<file path="src/rtl/uart_rx_os.sv">
// UART receiver: recovers DBIT-N-stop frames from an OS-x oversampling tick, flags framing errors and breaks.
// Optional 2-of-3 majority sampling of each bit is enabled by defining UART_RX_MAJORITY_EN.
module uart_rx_os #(
    parameter int unsigned DBIT    = 8,
    parameter int unsigned SB_TICK = 16,
    parameter int unsigned OS      = 16
) (
    input  logic            clk,
    input  logic            reset,
    input  logic            s_tick,
    input  logic            rx,
    output logic [DBIT-1:0] dout,
    output logic            rx_done_tick,
    output logic            frame_err,
    output logic            break_det
);
    localparam int unsigned SW = 5;
    localparam int unsigned NW = 4;

`ifdef UART_RX_MAJORITY_EN
    // Decisions land on mid+1; reloading s_reg with 1 keeps the bit spacing at OS ticks.
    localparam int unsigned START_END = OS / 2;
    localparam int unsigned DATA_END  = OS;
    localparam int unsigned STOP_MID  = OS;
    localparam int unsigned STOP_END  = (SB_TICK - 1 > OS) ? SB_TICK - 1 : OS;
    localparam int unsigned RELOAD    = 1;
`else
    localparam int unsigned START_END = OS / 2 - 1;
    localparam int unsigned DATA_END  = OS - 1;
    localparam int unsigned STOP_MID  = OS - 1;
    localparam int unsigned STOP_END  = SB_TICK - 1;
    localparam int unsigned RELOAD    = 0;
`endif

    typedef enum logic [1:0] {IDLE, START, DATA, STOP} state_t;

    state_t          state;
    logic [SW-1:0]   s_reg;
    logic [NW-1:0]   n_reg;
    logic [DBIT-1:0] b_reg;
    logic            rx_meta;
    logic            rx_s;
    logic            rx_prev;
    logic            stop_q;
    logic            sample_c;
    logic            stop_c;

    // Two-flop synchronizer plus one delayed copy for falling-edge detection.
    always_ff @(posedge clk or posedge reset) begin
        if (reset) begin
            rx_meta <= 1'b1;
            rx_s    <= 1'b1;
            rx_prev <= 1'b1;
        end else begin
            rx_meta <= rx;
            rx_s    <= rx_meta;
            rx_prev <= rx_s;
        end
    end

`ifdef UART_RX_MAJORITY_EN
    logic [SW-1:0] mid_c;
    logic          m0;
    logic          m1;

    always_comb begin
        mid_c = SW'(STOP_MID);
        case (state)
            START:   mid_c = SW'(START_END);
            DATA:    mid_c = SW'(DATA_END);
            default: mid_c = SW'(STOP_MID);
        endcase
    end

    // Capture the two samples preceding the decision tick.
    always_ff @(posedge clk or posedge reset) begin
        if (reset) begin
            m0 <= 1'b1;
            m1 <= 1'b1;
        end else if (s_tick && state != IDLE) begin
            if (s_reg == mid_c - SW'(2)) m0 <= rx_s;
            if (s_reg == mid_c - SW'(1)) m1 <= rx_s;
        end
    end

    assign sample_c = (m0 & m1) | (m0 & rx_s) | (m1 & rx_s);
`else
    assign sample_c = rx_s;
`endif

    // With longer stop periods only the first stop-bit midpoint decides validity.
    assign stop_c = (STOP_END == STOP_MID) ? sample_c : stop_q;

    always_ff @(posedge clk or posedge reset) begin
        if (reset) begin
            state        <= IDLE;
            s_reg        <= '0;
            n_reg        <= '0;
            b_reg        <= '0;
            stop_q       <= 1'b1;
            dout         <= '0;
            rx_done_tick <= 1'b0;
            frame_err    <= 1'b0;
            break_det    <= 1'b0;
        end else begin
            rx_done_tick <= 1'b0;
            case (state)
                IDLE: begin
                    if (break_det && rx_s) break_det <= 1'b0;
                    if (rx_prev && !rx_s) begin
                        state <= START;
                        s_reg <= '0;
                    end
                end
                START: begin
                    if (s_tick) begin
                        if (s_reg == SW'(START_END)) begin
                            if (!sample_c) begin
                                state <= DATA;
                                s_reg <= SW'(RELOAD);
                                n_reg <= '0;
                            end else begin
                                state <= IDLE;
                            end
                        end else begin
                            s_reg <= s_reg + SW'(1);
                        end
                    end
                end
                DATA: begin
                    if (s_tick) begin
                        if (s_reg == SW'(DATA_END)) begin
                            b_reg <= {sample_c, b_reg[DBIT-1:1]};
                            s_reg <= SW'(RELOAD);
                            if (n_reg == NW'(DBIT - 1)) state <= STOP;
                            else n_reg <= n_reg + NW'(1);
                        end else begin
                            s_reg <= s_reg + SW'(1);
                        end
                    end
                end
                STOP: begin
                    if (s_tick) begin
                        if (s_reg == SW'(STOP_MID)) stop_q <= sample_c;
                        if (s_reg == SW'(STOP_END)) begin
                            dout         <= b_reg;
                            rx_done_tick <= 1'b1;
                            frame_err    <= !stop_c;
                            if (!stop_c && b_reg == '0) break_det <= 1'b1;
                            state        <= IDLE;
                        end else begin
                            s_reg <= s_reg + SW'(1);
                        end
                    end
                end
                default: state <= IDLE;
            endcase
        end
    end

endmodule

</file>
<file path="config.mk">
export PLATFORM = sky130hd
export DESIGN_NAME = uart_rx_os
export DESIGN_NICKNAME = d
export VERILOG_FILES = /design/src/rtl/uart_rx_os.sv
export SDC_FILE = /design/constraint.sdc
export NUM_CORES = 1
export LEC_CHECK = 0
export BUFFER_PORTS_ARGS = -buffer_cell sky130_fd_sc_hd__buf_2
export CORE_MARGIN = 5
export CORE_UTILIZATION = 42
export DETAILED_ROUTE_END_ITERATION = 7
export PLACE_DENSITY_LB_ADDON = 0.15
export SLEW_MARGIN = 20
export SYNTH_ARGS = -nofsm -noshare
export SYNTH_HDL_FRONTEND = slang
export SYNTH_SLANG_ARGS = --single-unit
</file>
<file path="constraint.sdc">
create_clock -name clk -period 1.8 [get_ports clk]
set_input_delay 0.18 -clock clk [delete_from_list [all_inputs] [get_ports clk]]
set_output_delay 0.18 -clock clk [all_outputs]
set_load 0.02 [all_outputs]
</file>
# Word level (Yosys, flattened, before mapping)
# Cells that the tools add are included.
# W data, S select, Z words.
[word_totals] register_bits=33 latch_bits=0 mem_bits_rw=0 romBits=0 inputBits=4 output_inout_bits=11 mem_count=0
[classes] n_addsub=2 mul=0 div_mod_pow=0 n_lt_le_gt_ge=0 n_eq_ne=20 shifts=0 n_mux=34 bitwise_logic=0 reduce_logical=14
[op_table] op="$mux W5" n=8
[op_table] op="$ne A2 B2 Y1 const B" n=13
[op_table] op="$mux W4" n=6
[op_table] op="$pmux W5 S4" n=1
[op_table] op="$mux W2" n=9
[op_table] op="$logic_not A8 Y1" n=1
[op_table] op="$pmux W2 S4" n=1
[op_table] op="$pmux W4 S2" n=1
[op_table] op="$reduce_and A8 Y1" n=1
[op_table] op="$mux W1" n=7
[op_table] op="$reduce_and A7 Y1" n=1
[op_table] op="$reduce_and A3 Y1" n=2
[op_table] op="$reduce_and A6 Y1" n=1
[op_table] op="$add A5 B1 Y5 const B" n=1
[op_table] op="$eq A5 B3 Y1 const B" n=1
[op_table] op="$eq A5 B4 Y1 const B" n=1
[op_table] op="$reduce_and A5 Y1" n=1
[op_table] op="$add A4 B1 Y4 const B" n=1
[op_table] op="$eq A2 B2 Y1 const B" n=2
[op_table] op="$eq A4 B3 Y1 const B" n=1
[op_table] op="$reduce_bool A2 Y1" n=2
[op_table] op="$logic_and A1 B1 Y1" n=3
[op_table] op="$ne A3 B3 Y1 const B" n=1
[op_table] op="$eq A2 B1 Y1 const B" n=1
[op_table] op="other kinds (3)" n=3

# Logic depth before layout (Yosys ltp)
# Gate-level depths: netlist of the first run.
[depth] depth_word=6 mapped_depth=6 ltp_nobuf=6

# Least setup slack after synthesis of the first run
# No wires, ideal clock.
[synth_path] path_type="register to register" startpoint="register s_reg[0]" endpoint="register dout[0]" arrival_time_ns=1.464 slack_ns=0.211 stages_incl_launch_ff=6 n_path_buf=1 period_less_slack_ns=1.589 path_cell_list="dfrtp_1 -> ha_1 -> nand3_2 -> nor4b_4 -> buf_6 -> mux2_4"
[synth_between] elab_chain_cells=2
[synth_lines] item="start: declaration" line="38" source="logic [SW-1:0] s_reg;"
[synth_lines] item="start signal: assignment" line="120" source="s_reg <= SW'(RELOAD);"
[synth_lines] item="start signal: assignment" line="126" source="s_reg <= s_reg + SW'(1);"
[synth_lines] item="start signal: assignment" line="134" source="s_reg <= SW'(RELOAD);"
[synth_lines] item="$eq A5 B4 Y1" line="145" source="if (s_reg == SW'(STOP_END)) begin"
[synth_lines] item="$reduce_and A3 Y1 (no source line)"
[synth_lines] item="end signal: assignment" line="146" source="dout <= b_reg;"
[synth_lines] item="end: declaration" line="12" source="output logic [DBIT-1:0] dout,"
# No other way between the ends.
# A chain may end at the register's enable or synchronous reset.

# Worst setup path in the final report of the first run
[layout_path] startpoint="register s_reg[0]" endpoint="register dout[7]"
# Same word-level chain as after synthesis.

==> results of run 1 <==
-- area by class of cell --
cell class | instances | area (sq um)
Clock buffer | 6 | 82.6
Clock inverter | 2 | 13.8
Fill cell | 337 | 1810
Inverter | 4 | 15.0
Multi-Input combinational cell | 88 | 773
Sequential cell | 33 | 830
Tap cell | 48 | 60.1
Timing Repair Buffer | 23 | 155
-- logic make-up (layout without fill, tap and decap cells) --
logic type / count (synthesis) / in the layout / share of synthesized area [%]
and+or+nand+nor: 35 / 35 / 14.5
DFF: 33 / 33 / 49.9
AOI/OAI and AO/OA: 29 / 29 / 12.7
muxes: 18 / 18 / 15.4
buffers and inverters: 9 / 35 / 3.69
adders and majority gates: 3 / 3 / 2.26
xor gates and xnor gates: 3 / 3 / 1.58
-- critical path, stage by stage (launching register included) --
cell and delay (ps):
dfrtp_1 390, ha_1 220, nand3_2 150, nor4b_4 320
buf_4 230, mux2_4 310
-- stage by stage --
step	total power, mW	setup TNS (ps)	std cells	hold WS (ps)
after floorplan	1.44	0	130	184
after global placement	1.55	0	194	279
after detailed placement	1.57	0	194	289
after CTS	2.17	0	204	275
after global routing	2.31	-106	204	317
final	2.15	0	204	283
-- repair_timing --
item,in CTS,in global routing
hold buffers,2,0
endpoints found under the setup margin,0,10
gates resized for setup,0,1
endpoints found under the hold margin,31,0
-- report_power, final --
| part | switching (mW) | internal (mW) | total, mW |
|---|---|---|---|
| clock | 0.280 | 0.310 | 0.589 |
| sequential | 0.152 | 0.846 | 0.998 |
| combinational | 0.294 | 0.264 | 0.558 |
-- final timing paths --
path                            endpoint  depth (start not counted)     start
worst max-delay path             dout[7]                          5  s_reg[0]
worst min-delay path            s_reg[1]                          3    s_tick
worst max register to register   dout[7]                          5  s_reg[0]
worst min register to register      rx_s                          0   rx_meta
max in group asynchronous        rx_prev                          4     reset
min in group asynchronous       n_reg[3]                          4     reset
-- routing by layer --
layer | vias to the layer above | wire (um) | track usage, %
met4 | 0 | 72 | 6.76
met2 | 19 | 1410 | 19.2
met5 | - | 0 | 0
met3 | 7 | 135 | 4.27
met1 | 516 | 1470 | 17.8
li1 | 519 | - | -
-- cell usage in the layout (no fill, tap or decap), types with 2 or more instances in the layout --
cell           count
dlygate4sd3_1      2
o211ai_1           2
dfstp_2            3
o21ai_1            2
dfrtp_1           30
a31oi_1            2
buf_2             14
and3_1             2
inv_1              4
nor2_1             3
xor2_1             2
o2bb2ai_1          3
nor3_1             3
nand2_1            6
mux2i_1            2
mux2_4            15
clkbuf_8           6
nand2b_1           2
buf_4              6
nand3_1            3
o21ai_0            7
ha_1               3
==> results.txt, run 1 <==
* Status: complete, no violations
- Total of buffers placed on input and output ports: 14
* Reg-to-reg setup timing slack: about 66 ps
- Counting I/O delays and the setup requirement, the final critical path takes between 1500 and 2000 ps.
- Setup violations remaining at the end of the flow were counted as 0.
* Full die area: approximately 5300 sq um
* Most area-hungry cell type in the Yosys netlist: dfrtp_1
* Layout overhead on the synthesized area: 16.1%
* Seq cells post-synth: 33
- For this run, the top clock speed supported by timing is between 0.5 and 0.6 GHz.
- Number of global-route vias before repair: between 1000 and 1500
* Crit path required time: about 2000 ps
* Area of the core region: between 3000 and 4000 sq um
- The share of synthesized area in the top cell type comes to a little under half.
- Post CTS Setup Buffer Count: 0
- Ratio of final minimum period to clock period: 96.4%
- For this run, the detailed router's first-pass iteration total came to 4.
* Max_slew headroom: about 73%
* DRC violation count after routing: 0
- Worst skew pair latency: ~290 ps
- In the synthesized netlist the dominant register cell turns out to be dfrtp_1.
- After synthesis, the cell types taking the most area are dfrtp_1 (45%), mux2_4 (14%), dfstp_2 (4.7%).
* Width of the die: ~73 um
- Number of core rows: 22
- After the first detailed-routing iteration, the DRC count stood at 64.
- Placed Instance Area: roughly 1800 sq um
* Yosys Warn Count: 0
- CTS Buf Count: 5
- Commonest cells in the netlist: dfrtp_1 (30), mux2_4 (15), o21ai_0 (7)
* Number of nets in the layout: 162
- With fillers left out, the area of the finished cells amounts to between 1500 and 2000 sq um.
* Setup crit start kind: register
* Mean post-synth cell area: ~13 sq um
- The clock tree synthesis step divided the H-tree into 2 levels.
* Post-route antenna net violation count: 0
- Clock tree from TritonCTS: built
- RSZ-0062 raised after global routing: true
- The number of antenna violations at the first check in global routing came to 0.
* Synthesized Nets: around 140
- The initial utilization of the core area, before any placement, comes to 44.4%.
* Root buf cell: clkbuf_8
- Number of buffers between clock root and the deepest sink: 2
- Critical Path Sink Type: register
* Vias: between 1000 and 1500
- For the pin with the worst max-slew slack, the measured transition is 407 ps.
- Dividing the detail-routed wire length by the instance count gives 15.1 um.
* Max-Cap Viols: 0
- The clock arrives with 5.95 ps of skew.
* Boundary Pins: 15
- Total wirelength of the detailed-routed design: about 3100 um
- Crit Path Class: register to register
* Most repeated cell in the gate-level netlist after synthesis: dfrtp_1
- In this run the vertical extent of the chip is about 73 um.
* Wire length of the first global-routing pass: around 5300 um
- The analysis attributes to cell leakage a power of between 0.8 and 0.9 nW.
- IR analysis of the VDD net gives a maximum drop of around 0.50 mV.
- Before CTS, the worst setup slack after placement is approximately 80 ps.
- Clk sink count: 33
* Mapped Cells: 130
- Total count of hold-check failures in the final report: 0
- Global placement routability congestion: between 0.7 and 0.8
- The share of the Yosys chip area taken by registers is 49.9%.
- Arrival time at the worst endpoint: around 1900 ps
* Number of slew-limit violations in the final report: 0
- For this design the ratio of total power to cell area is between 1000 and 1500 nW/um^2.
* Via density per instance: between 5 and 6
- Unique cell type count in the Yosys netlist: roughly 50
- Global routing finished with a remaining overflow of 0.
- The repair_antennas step left the layout with diodes totalling 0.
* Layout cell share with drive strength beyond 1: between 30% and 40%
* Max FO, Critical Path: 6
- Clock-pin slew was measured on the worst setup and hold paths at ~70 ps.
* Post-layout utilization of the core: about half
- Across all setup checks in the final design, the least slack found is around 66 ps.
* Half-perimeter wire length after detailed placement: around 2100 um
- Maximum number of pins on one net before global-route repair: 34
- Async set-reset flop share out of synthesis: 100%
- GRT Total Usage: a little over an eighth
- In this run the worst hold path is classified as primary input to register.
- Number of enable flip-flop cells after synthesis: 0
- Area of the mapped netlist: around 1700 sq um
No activity file was read; power rests on OpenSTA's default activity.
==> run 2: changes to the inputs <==
ABC_AREA = 1   (was default)
==> run 2 against run 1 <==
  * Register-to-register slack better by 150 ps
  * Area after synthesis fell by 5.2%
  * Clock-buffer cell count unchanged
  * Non-clock buffer count down 6
  * Worst setup slack improved by 150 ps
  * Synthesized cell count rose by 48%
  * Critical path depth is 3 higher
  * Critical endpoint is now s_reg[0]
==> results.txt, run 2 <==
- Status: complete, no violations
- Max FO, Critical Path: 4 (-2)
- The die extent in x was 71.2 um (-2.3%).
- The final total negative setup slack was 0 ps (unchanged).
- The count of state elements after synthesis is 33 (unchanged).
- Total wirelength of the detailed-routed design: 2930 um (-5.3%)
- The worst setup path is captured at a register.
- The area fraction of the dominant cell type after synthesis came to 47.7% (+2.5 points).
- The worst-case clock buffer depth is 2 (unchanged).
- Global placement routability congestion: 0.806 (+3.4%)
* Most frequent cells in the layout: nand2_1 (64), dfrtp_1 (30), inv_1 (26), o21ai_0 (26), buf_2 (14)
* Number of slew-limit violations in the final report: 0 (unchanged)
- Chip height: 71.2 um (-2.3%)
- The largest vdd supply drop was 0.492 mV (-1.0%).
- Total congestion overflow after global routing: 0 (unchanged)
* Arrival time at the worst endpoint: 1740 ps (-170 ps)
- The number of vias per cell is 4.68 (-9.9%).
* Total count of hold-check failures in the final report: 0 (unchanged)
* Root buf cell: clkbuf_8
- The share of synthesized flip-flops with an asynchronous set or reset was 100% (unchanged).
- The setup clock skew after layout is 5.38 ps (-0.571 ps).
- The average wire length per cell after detail routing is 11.1 um (-27%).
- Among all flip-flop cells after synthesis, the most frequent one is dfrtp_1.
- Number of nets in the layout: 221 (+36%)
* Diode insertion count for antenna repair: 0 (unchanged)
- The total of max-cap violations is 0 (unchanged).
- The number of antenna violations at the first check in global routing came to 0 (unchanged).
- Max_slew headroom: 72.7% (-0.16 points)
- The TritonCTS buffer count came to 5 (unchanged).
- The number of placement rows is 22 (unchanged).
- By count the netlist is led by nand2_1 (64), dfrtp_1 (30), inv_1 (26), o21ai_0 (26), nor2_1 (13).
- The cell area power density was 1280 nW/um^2 (+15%).
* Layout cell share with drive strength beyond 1: 15.8% (-24 points)
- Number of enable flip-flop cells after synthesis: 0 (unchanged)
* Classification of the worst-slack hold path: primary input to register
- Area of the mapped netlist: 1580 sq um (-5.2%)
- The final HPWL from detailed placement is 2130 um (+0.88%).
- Effective utilization at floorplan: 43.0% (-1.4 points)
- The core area came to 3660 sq um (-2.2%).
* Synthesized Nets: 199 (+45%)
* Commonest non-fill, non-tap cell in the layout: nand2_1
* Router iterations before antenna repair: 4 (unchanged)
- Most repeated cell in the gate-level netlist after synthesis: nand2_1
* Post CTS Setup Buffer Count: 0 (unchanged)
- Full die area: 5080 sq um (-4.5%)
- Clk sink count: 33 (unchanged)
- Mean post-synth cell area: 8.20 sq um (-36%)
* Total of buffers placed on input and output ports: 14 (unchanged)
* Post-layout minimum cycle time: 1580 ps (-151 ps)
- The count of warnings emitted by yosys is 0 (unchanged).
* Unique cell type count in the Yosys netlist: 23 (-55%)
- Transition at the pin with the smallest max-transition slack: 408 ps (+1.34 ps)
* Layout overhead on the synthesized area: 15.8%
* Number of global-route vias before repair: 1270 (+20%)
- The final critical-path share of the clock period came to 88.0% (-8.4 points).
* Number of placed cells counting well taps: 253 (+30%)
* GRT Total Usage: 13.9% (+0.58 points)
* DR iter-0 viols: 40 (-38%)
- Crit Path Class: register to register
- The data required time at the worst endpoint was 1950 ps (-20 ps).
- The clock latency reported for the late side of the worst-skew pair is 280 ps (about the same).
* Fmax: 0.631 GHz (+9.5%)
* Clock tree from TritonCTS: built
* Hold buffer count at CTS: 2 (unchanged)
- The clock input transition at the sequential cells of the worst setup and hold paths came to 60 ps (about the same).
- H-tree lvl count: 2 (unchanged)
- Setup repair after global routing left no endpoint under its margin.
* Final setup violation count: 0 (unchanged)
- Share of synthesized area occupied by flip-flops and latches: 52.7% (+2.7 points)
* Mapped Cells: 192 (+48%)
* Post-route antenna net violation count: 0 (unchanged)
- Yosys attributes the largest share of cell area to dfrtp_1 (48%), nand2_1 (15%), o21ai_0 (8.3%).
* Count of fill cells added during filler insertion: 359 (+6.5%)
- Most area-hungry cell type in the Yosys netlist: dfrtp_1
- Leakage power total: 0.960 nW (+7.1%)
- The remaining routing DRC violations was 0 (unchanged).
* Boundary Pins: 15 (unchanged)
* Vias: 1232 (+16%)
- The pin count of the biggest net entering global routing is 34 (unchanged).
* Wire length of the first global-routing pass: 5530 um (+5.0%)
- The worst setup path is launched from a register.
- The post-route non-filler standard cell count is 263 (+29%).
- The count of instances resized after the clock tree is built came to 0 (unchanged).
## run 2: changes by cell type after synthesis, moves of 3 or more
cell	delta
inv_1	+22
o21ai_0	+19
mux2_4	-15
nor2_1	+10
nand3_1	+4
nand2_1	+58
o2bb2ai_1	-3
## run 2: worst max-delay path, stage by stage, from the launching register on
cell and delay [ps]:
dfrtp_1 390, ha_1 220, nand2_1 70, inv_1 120, nand2_1 90, o21ai_0 250
nand2_1 140, nand2_1 80, o21ai_0 100
## run 2: kinds of logic (layout without fill, tap and decap cells)
family,Yosys count,after routing,synth area share [%]
DFF,33,33,52.7
AOI/OAI and AO/OA,30,30,9.77
and+or+nand+nor,95,95,26.3
xor gates and xnor gates,3,3,1.67
adders and majority gates,3,3,2.38
buffers and inverters,28,51,7.23
## run 2: power by group
group          switching [mW]  total (mW)  internal [mW]
Combinational           0.436       0.680          0.244
Clock                   0.269       0.680          0.411
Sequential              0.127       0.969          0.841
## run 2: final timing paths
kind                                end      from  cells after the start  slack (ps)
min in group asynchronous      b_reg[0]     reset                      4         520
max in group asynchronous       rx_prev     reset                      4         950
hold / removal             rx_done_tick    s_tick                      3         350
hold reg to reg                    rx_s   rx_meta                      0         360
setup reg to reg               s_reg[0]  s_reg[0]                      8         220
setup / recovery               s_reg[0]  s_reg[0]                      8         220
## run 2: layout make-up
class                   instances  area [sq um]  area share [%]
flip-flops and latches         33           830            45.5
well taps                      48          60.1            3.29
clock inverters                 2          35.0            1.92
repair buffers                 17          97.6            5.35
clock buffers                   6          72.6            3.98
multi-input cells             131           632            34.6
inverters                      26          97.6            5.35
## run 2: per-layer routing
| layer | GRT usage, % | up-vias | share of wire (%) |
|---|---|---|---|
| met4 | 8.35 | 0 | 1.5 |
| met1 | 17.1 | 561 | 50 |
| li1 | - | 644 | - |
| met2 | 21.1 | 23 | 45 |
| met3 | 4.63 | 4 | 3.8 |
| met5 | 0 | - | 0 |
## run 2: metrics by stage
step                power (mW)  worst slack, ps  cell area, sq um  hold WS [ps]  utilization (%)
global route              2.53             55.9              1820           367             49.8
global placement          1.63              305              1700           286             46.3
detailed placement        1.66              239              1700           291             46.3
floorplan                 1.50              405              1580           184                -
finish                    2.33              216              1820           353             49.8
CTS                       2.36              226              1820           351             49.8
